`src/rtl/led_pattern_seq.sv`:
```
// LED flash sequencer. Debounced KEY buttons set the flash period and run/pause.
// The sequencer cycles the GREEN, RED, BOTH and ALT display phases.
module led_pattern_seq #(
    parameter int LED_WIDTH         = 8,
    parameter int TICK_BASE         = 12500000,
    parameter int STEPS_MIN         = 1,
    parameter int STEPS_MAX         = 8,
    parameter int STEPS_RESET       = 2,
    parameter int FLASHES_PER_PHASE = 6,
    parameter int DEBOUNCE_CYCLES   = 500000
) (
    input  logic                 CLOCK_50,
    input  logic                 RESET_N,
    input  logic [3:0]           KEY,
    output logic [LED_WIDTH-1:0] LEDG,
    output logic [LED_WIDTH-1:0] LEDR,
    output logic [1:0]           PHASE,
    output logic [3:0]           STEPS,
    output logic                 RUNNING
);

    localparam int TICK_SPAN = STEPS_MAX * TICK_BASE;
    localparam int CNT_W     = (TICK_SPAN > 1) ? $clog2(TICK_SPAN) : 1;
    localparam int DB_W      = (DEBOUNCE_CYCLES > 1) ? $clog2(DEBOUNCE_CYCLES) : 1;
    localparam int FL_W      = (FLASHES_PER_PHASE > 1) ? $clog2(FLASHES_PER_PHASE) : 1;

    localparam logic [DB_W-1:0] DB_LAST = DB_W'(DEBOUNCE_CYCLES - 1);
    localparam logic [FL_W-1:0] FL_LAST = FL_W'(FLASHES_PER_PHASE - 1);
    localparam logic [3:0]      S_MIN   = 4'(STEPS_MIN);
    localparam logic [3:0]      S_MAX   = 4'(STEPS_MAX);
    localparam logic [3:0]      S_RST   = 4'(STEPS_RESET);

    localparam logic [1:0] PH_GREEN = 2'd0;
    localparam logic [1:0] PH_RED   = 2'd1;
    localparam logic [1:0] PH_BOTH  = 2'd2;
    localparam logic [1:0] PH_ALT   = 2'd3;

    logic [3:0]            sync1_q, sync2_q;
    logic [3:0]            deb_q, deb_d;
    logic [3:0][DB_W-1:0]  dbCnt_q, dbCnt_d;
    logic [3:0]            relEvt;
    logic [3:0]            steps_q, steps_d;
    logic                  running_q, running_d;
    logic [CNT_W-1:0]      tickCnt_q, tickCnt_d, termCnt;
    logic [FL_W-1:0]       flash_q, flash_d;
    logic [1:0]            phase_q, phase_d;
    logic [LED_WIDTH-1:0]  ledg_q, ledg_d, ledr_q, ledr_d;
    logic                  periodAct, tick, flashOn;

    // A debounced level flips only after DEBOUNCE_CYCLES consecutive disagreeing samples
    always_comb begin
        deb_d   = deb_q;
        dbCnt_d = '0;
        relEvt  = '0;
        for (int k = 0; k < 4; k++) begin
            if (sync2_q[k] != deb_q[k]) begin
                if (dbCnt_q[k] == DB_LAST) begin
                    deb_d[k]  = sync2_q[k];
                    relEvt[k] = sync2_q[k];
                end else begin
                    dbCnt_d[k] = dbCnt_q[k] + 1'b1;
                end
            end
        end
    end

    assign periodAct = |relEvt[2:0];
    assign termCnt   = CNT_W'(32'(steps_q) * 32'(TICK_BASE) - 32'd1);
    assign tick      = running_q && !periodAct && (tickCnt_q == termCnt);
    assign flashOn   = ~flash_q[0];

    always_comb begin
        steps_d = steps_q;
        if (relEvt[2]) begin
            steps_d = S_RST;
        end else if (relEvt[0]) begin
            if (steps_q < S_MAX) steps_d = steps_q + 4'd1;
        end else if (relEvt[1]) begin
            if (steps_q > S_MIN) steps_d = steps_q - 4'd1;
        end

        running_d = running_q ^ relEvt[3];

        tickCnt_d = tickCnt_q;
        if (periodAct || tick) begin
            tickCnt_d = '0;
        end else if (running_q) begin
            tickCnt_d = tickCnt_q + 1'b1;
        end

        ledg_d  = ledg_q;
        ledr_d  = ledr_q;
        flash_d = flash_q;
        phase_d = phase_q;
        if (tick) begin
            case (phase_q)
                PH_GREEN: begin
                    ledg_d = flashOn ? '1 : '0;
                    ledr_d = '0;
                end
                PH_RED: begin
                    ledg_d = '0;
                    ledr_d = flashOn ? '1 : '0;
                end
                PH_BOTH: begin
                    ledg_d = flashOn ? '1 : '0;
                    ledr_d = flashOn ? '1 : '0;
                end
                PH_ALT: begin
                    ledg_d = flashOn ? '1 : '0;
                    ledr_d = flashOn ? '0 : '1;
                end
                default: begin
                    ledg_d = '0;
                    ledr_d = '0;
                end
            endcase
            if (flash_q == FL_LAST) begin
                flash_d = '0;
                phase_d = phase_q + 2'd1;
            end else begin
                flash_d = flash_q + 1'b1;
            end
        end
    end

    // Synchronisers reset to the released level so reset never fabricates a key event
    always_ff @(posedge CLOCK_50 or negedge RESET_N) begin
        if (!RESET_N) begin
            sync1_q   <= '1;
            sync2_q   <= '1;
            deb_q     <= '1;
            dbCnt_q   <= '0;
            steps_q   <= S_RST;
            running_q <= 1'b1;
            tickCnt_q <= '0;
            flash_q   <= '0;
            phase_q   <= PH_GREEN;
            ledg_q    <= '0;
            ledr_q    <= '0;
        end else begin
            sync1_q   <= KEY;
            sync2_q   <= sync1_q;
            deb_q     <= deb_d;
            dbCnt_q   <= dbCnt_d;
            steps_q   <= steps_d;
            running_q <= running_d;
            tickCnt_q <= tickCnt_d;
            flash_q   <= flash_d;
            phase_q   <= phase_d;
            ledg_q    <= ledg_d;
            ledr_q    <= ledr_d;
        end
    end

    assign LEDG    = ledg_q;
    assign LEDR    = ledr_q;
    assign PHASE   = phase_q;
    assign STEPS   = steps_q;
    assign RUNNING = running_q;

endmodule

```
`config.mk`:
```
export PLATFORM = sky130hd
export DESIGN_NAME = led_pattern_seq
export DESIGN_NICKNAME = d
export VERILOG_FILES = /design/src/rtl/led_pattern_seq.sv
export SDC_FILE = /design/constraint.sdc
export NUM_CORES = 1
export LEC_CHECK = 0
export CORE_ASPECT_RATIO = 1.1
export CORE_MARGIN = 4
export CORE_UTILIZATION = 28
export DETAILED_ROUTE_END_ITERATION = 10
export GPL_ROUTABILITY_DRIVEN = 0
export SLEW_MARGIN = 10
export SYNTH_ARGS = -nofsm -noshare
export SYNTH_HDL_FRONTEND = slang
export SYNTH_SLANG_ARGS = --single-unit
```
`constraint.sdc`:
```
create_clock -name CLOCK_50 -period 9.95 [get_ports CLOCK_50]
set_input_delay 1.99 -clock CLOCK_50 [delete_from_list [all_inputs] [get_ports CLOCK_50]]
set_output_delay 1.99 -clock CLOCK_50 [all_outputs]
set_load 0.01 [all_outputs]
```
# Yosys cells after proc, flatten, opt, wreduce, memory -nomap -nowiden

Cells that the tools add are included.

Register bits: 141
Input port bits: 6
Output and inout bits: 23
Word-level logic and storage cells: 90

$add $sub $neg: 10
Multipliers: 1
Magnitude comparators: 2
Equality and inequality tests: 14
Mux-type cells: 28
Bitwise operators: 1
Reduce and logical (&&, ||, !) cells: 17

Operators by type and width:

| cell                    | count |
|---|---|
| $mux W19                | 8 |
| $add A19 B1 Y19 const B | 4 |
| $eq A19 B19 Y1 const B  | 4 |
| $mux W27                | 2 |
| $add A27 B1 Y27 const B | 1 |
| $eq A27 B27 Y1          | 1 |
| $sub A27 B1 Y27 const B | 1 |
| $pmux W8 S3             | 1 |
| $mul A4 B19 Y22 const B | 1 |
| $mux W4                 | 5 |
| $mux W8                 | 2 |
| $pmux W8 S2             | 1 |
| $reduce_and A2 Y1       | 5 |
| $mux W1                 | 8 |
| $reduce_bool A3 Y1      | 2 |
| $reduce_or A3 Y1        | 2 |
| $add A4 B1 Y4 const B   | 1 |
| $eq A2 B2 Y1 const B    | 2 |
| $gt A4 B1 Y1 const B    | 1 |
| $lt A4 B4 Y1 const B    | 1 |
| $ne A1 B1 Y1            | 4 |
| $sub A4 B1 Y4 const B   | 1 |
| $add A3 B1 Y3 const B   | 1 |
| $eq A3 B3 Y1 const B    | 1 |
| 12 further kinds        | 13 |

# Logic depth before layout (Yosys ltp)

Depth after elaboration: 9
Gate-level depth with buffers: 19
Depth with buffers taken out: 15

# Worst setup path before layout

OpenSTA, ideal clock, no wires.

Kind: reg2reg
Start point: register steps_q[1], in the netlist STEPS[1]
End point: register ledg_q[6], in the netlist LEDG[6]
Library setup time: 127 ps
Arrival: 4,961 ps
Data required time: 9,823 ps
Path slack: 4,861 ps
Cell stages (with the launch flop): 15
Buffers on the path: 0
Period minus slack after synthesis: 5,089 ps
Cell sequence: dfstp_2 -> inv_1 -> fa_1 -> xnor2_1 -> ha_1 -> fa_1 -> a211oi_1 -> mux2i_1 -> a31oi_1 -> or4_1 -> nor3_1 -> xnor2_1 -> o2111ai_1 -> nor3_4 -> mux2_1

Longest elaborated chain between the ends: 4

RTL lines:

| item                   | RTL line | text |
|---|---|---|
| from (decl)            | 42       | `logic [3:0] steps_q, steps_d;` |
| from (signal assigned) | 146      | `steps_q <= steps_d;` |
| $mul A4 B19 Y22        | 68       | `assign termCnt = CNT_W'(32'(steps_q) * 32'(TICK_BASE) - 32'd1);` |
| $sub A27 B1 Y27        | 68       |  |
| $eq A27 B27 Y1         | 69       | `assign tick = running_q && !periodAct && (tickCnt_q == termCnt);` |
| $logic_and A1 B1 Y1    | 69       |  |
| to (signal assigned)   | 151      | `ledg_q <= ledg_d;` |
| to (decl)              | 47       | `logic [LED_WIDTH-1:0] ledg_q, ledg_d, ledr_q, ledr_d;` |

No other way between the ends.
A chain may end at the register's enable or synchronous reset.

# Worst setup path after layout

Start point: register steps_q[1], in the netlist STEPS[1]
End point: register ledr_q[6], in the netlist LEDR[6]

Longest elaborated chain between the ends: 4

RTL lines:

| item                 | RTL line | text |
|---|---|---|
| $mul A4 B19 Y22      | 68       |  |
| $sub A27 B1 Y27      | 68       |  |
| $eq A27 B27 Y1       | 69       |  |
| $logic_and A1 B1 Y1  | 69       |  |
| to (signal assigned) | 152      | `ledr_q <= ledr_d;` |
| to (decl)            | 47       |  |

No other way between the ends.

==> impl_metrics.csv <==
group,metric,value,unit
clock_network,cts_hold_buf,0,
yosys,netlist_instances,839,
sta,max_freq,164.2,MHz
critical_path,start_kind,"register",
pwr,p_seq_share,44.8,%
routing,routed_wl,15370,um
floorplanning,die_height,183.9,um
global_routing,track_usage,10.41,%
sta,hold_viol_final,0,
critical_path,cp.arrival,6.38,ns
critical_path,worstPathMaxFanout,28,
placed_design,dpl.hpwl,11060,um
flow_run,max-cap-violations,0,
routing,drt_iter0_drc,240,
clock_network,cts_buffers,17,
clock_network,cts_buffer_depth,2,
pwr,pwr_density_cell,130.9,mW/mm2
routing,wl_per_cell,12.52,um
global_routing,grt_pass1_vias,5781,
global_routing,gr-total-overflow,0,
yosys,syn_nets,885,
critical_path,cp-end-kind,"register",
clock_network,clk_transition_reported_paths,0.06,ns
yosys,yosys.area.top_type,"dfrtp_1",
routing,dr.pass1.iters,5,
pwr,combinationalPowerShare,2.1,%
yosys,netlist_area,0.007874,mm2
floorplanning,initial_utilization,28.34,%
pwr,max-vdd-ir-drop,0.1196,mV
yosys,ys_ff_latch,127,
routing,vias,5757,
pwr,power.switching,0.2467,mW
floorplanning,core,0.02779,mm2
final_layout,nNetsFinal,897,
routing,drc_errors,0,
pwr,internal_power,0.9336,mW
pwr,p_leak,3.897,nW
clock_network,tritoncts,"built",
placed_design,dp_slack,3.817,ns
yosys,synthXorXnorAreaFrac,15.92,%
yosys,synth_edf_count,0,
sta,setup_violations,0,
sta,worst_pin_slew,1.115,ns
yosys,synthDominantCellAreaShare,35.91,%
yosys,syn_avg_cell_area,9.385,um2
yosys,synth_flop_cell,"dfrtp_1",
global_routing,grt_max_degree,75,
final_layout,insertedDiodeCount,0,
floorplanning,io_pins,29,
yosys,synth_simple_gate_area_share,23.66,%
floorplanning,fp.dieW,167.9,um
floorplanning,row_count,64,
sta,slew_viol_final,0,
global_routing,grt_first_pass_wirelength,27220,um
critical_path,path_class,"register to register",
final_layout,fin_util,32.44,%
yosys,synth_top_family_by_area,"simple AND/OR/NAND/NOR gates",
clock_network,ctsRootBufferMaster,"clkbuf_16",
sta,finalClockSkew,0.008094,ns
sta,fin_setup_tns,0,ns
final_layout,drive_above_1_share,8.681,%
clock_network,worst_skew_pair.late_latency,0.41,ns
clock_network,htree_levels,4,
sta,rsz0062_at_grt,"no",
pwr,switching_share,20.90,%
yosys,synth.area.mux_share,1.907,%
critical_path,required,10.24,ns
final_layout,syn2layout_area_growth,14.49,%
clock_network,cts.sinks,127,
floorplanning,dieArea,0.03087,mm2
sta,period_minus_slack,6.090,ns
routing,final_antenna_net_count,0,
pwr,pwr-share-clk,53.1,%
yosys,yosysUniqueCellTypes,70,
clock_network,cts_setup_buffers,0,
outcome,outcome,"completed",
yosys,synth_compound_area_share,6.706,%
yosys,yosysWarnings,0,
sta,slew_headroom,25.44,%
routing,via_per_inst,4.692,
worst_hold_path,hold_class,"register to register",
yosys,ys_async_sr_fraction,100.0,%
clock_network,cts_resized,0,
yosys,yosysSeqAreaShare,40.58,%
yosys,synthAdderAreaFrac,6.833,%
global_routing,antenna_found_initial,0,
yosys,ys_top_cells_by_area,"dfrtp_1 36%, xnor2_1 8.5%, xor2_1 6.9%",
sta,layout_worst_path_cycle_share,61.20,%
sta,layout_setup_ws,3.860,ns
placed_design,io_buffers,28,
[worst max-delay path, cell delays in order, from the launching register on]
cell and delay, ns:
dfstp_2 0.60, inv_1 0.15, fa_1 0.66, xnor2_1 0.15, ha_1 0.30, fa_1 0.49, a211oi_1 0.48, mux2i_1 0.24
a31oi_1 0.18, nor4_1 0.58, xnor2_1 0.14, nor4bb_1 0.33, o2111ai_1 0.31, nor3_4 0.98, mux2_1 0.39
[synthesized netlist by cell type, drive strengths merged, types with 2 or more instances]
cell     instances
a211o            3
a211oi           7
a21o             5
a21oi           14
a31oi            5
and3            19
and4             3
buf             25
clkbuf          13
dfrtp          113
dfstp           14
fa               5
ha              35
inv             33
mux2             8
mux2i            6
nand2           57
nand2b           3
nand3           38
nand3b           3
nand4           15
nor2           128
nor2b            4
nor3            44
nor3b            3
nor4            14
nor4b            2
nor4bb           3
o2111ai          2
o211a            3
o211ai           2
o21ai           18
o21bai           2
o31ai            3
or2              8
or3             13
or4              7
or4b             3
xnor2           76
xnor3            2
xor2            62
[path summary, 6_finish.rpt]
check / startpoint / end / slack [ns] / depth (start not counted)
hold / removal: sync1_q[1] / sync2_q[1] / 0.35 / 0
hold reg to reg: sync1_q[1] / sync2_q[1] / 0.35 / 0
max in group asynchronous: RESET_N / dbCnt_q[53] / 7.22 / 2
min in group asynchronous: RESET_N / PHASE[0] / 1.59 / 1
setup reg to reg: STEPS[1] / LEDR[6] / 3.86 / 14
setup / recovery: STEPS[1] / LEDR[6] / 3.86 / 14
[placed cells by master, fill, tap and decap left out, types with 3 or more instances in the layout]
cell type	count
nor2_1	128
dfrtp_1	113
xnor2_1	76
xor2_1	62
nand2_1	56
nor3_1	43
nand3_1	38
ha_1	35
inv_1	33
clkdlybuf4s50_1	27
and3_1	19
clkbuf_16	17
nand4_1	15
o21ai_0	15
dfstp_2	14
or3_1	13
a21oi_1	13
nor4_1	10
or2_2	8
or4_1	6
mux2i_1	6
mux2_2	6
a21o_1	5
a31oi_1	5
a211oi_1	5
fa_1	5
clkbuf_8	5
nor2b_1	4
nor4_2	4
and4_1	3
nor4bb_1	3
nand3b_1	3
a211o_1	3
nand2b_1	3
nor3b_1	3
o211a_1	3
o31ai_1	3
buf_4	3
[sequential cells by signal (all words and copies together) (netlist names), 2 cells and up]
name and cells:
tickCnt_q 27, flash_q 3, PHASE 2, sync2_q 4, deb_q 4, dbCnt_q 76, sync1_q 4, STEPS 4
[through the flow]
stage / hold slack (ns) / power [mW] / cell area, um2 / std cells
finish: 0.3531 / 1.180 / 9015 / 1227
global placement: 0.3463 / 0.5642 / 8411 / 1195
CTS: 0.3551 / 1.198 / 9015 / 1227
floorplan: 0.3452 / 0.5482 / 7874 / 839
detailed placement: 0.3468 / 0.5643 / 8411 / 1195
global route: 0.3579 / 1.227 / 9015 / 1227
[per-layer routing]
metal / track usage [%] / share of wire [%] / up-vias / wire length [um]
li1: - / - / 2892 / -
met1: 13.62 / 48 / 2787 / 7354
met2: 17.15 / 49 / 58 / 7460
met3: 1.763 / 2.0 / 20 / 311
met4: 4.253 / 1.6 / 0 / 240
met5: 0 / 0 / - / 0
[area by class of cell]
| cell class | instances | area [um2] |
|---|---|---|
| Fill cell | 2827 | 18770 |
| Multi-Input combinational cell | 641 | 4333 |
| Sequential cell | 127 | 3196 |
| Clock buffer | 24 | 501.7 |
| Tap cell | 363 | 454.2 |
| Timing Repair Buffer | 31 | 304.0 |
| Inverter | 33 | 123.9 |
| Clock inverter | 8 | 102.6 |
[power groups by stage]
stage | Clock, mW | Combinational (mW) | Sequential (mW)
after global placement | 0 | 0.0267 | 0.537
after detailed placement | 0 | 0.0267 | 0.538
final | 0.626 | 0.0253 | 0.529
after CTS | 0.643 | 0.0268 | 0.529
after floorplan | 0 | 0.0116 | 0.537
after global routing | 0.667 | 0.0310 | 0.529
[cell families after synthesis]
kind of cell | count (synthesis)
AND/OR/NAND/NOR | 371
XOR/XNOR | 140
flip-flops | 127
AO/OA/AOI/OAI | 76
buffers and inverters | 71
adder cells (fa/ha/maj) | 40
multiplexers | 14
Note: power is estimated with default switching activity, not from simulation.
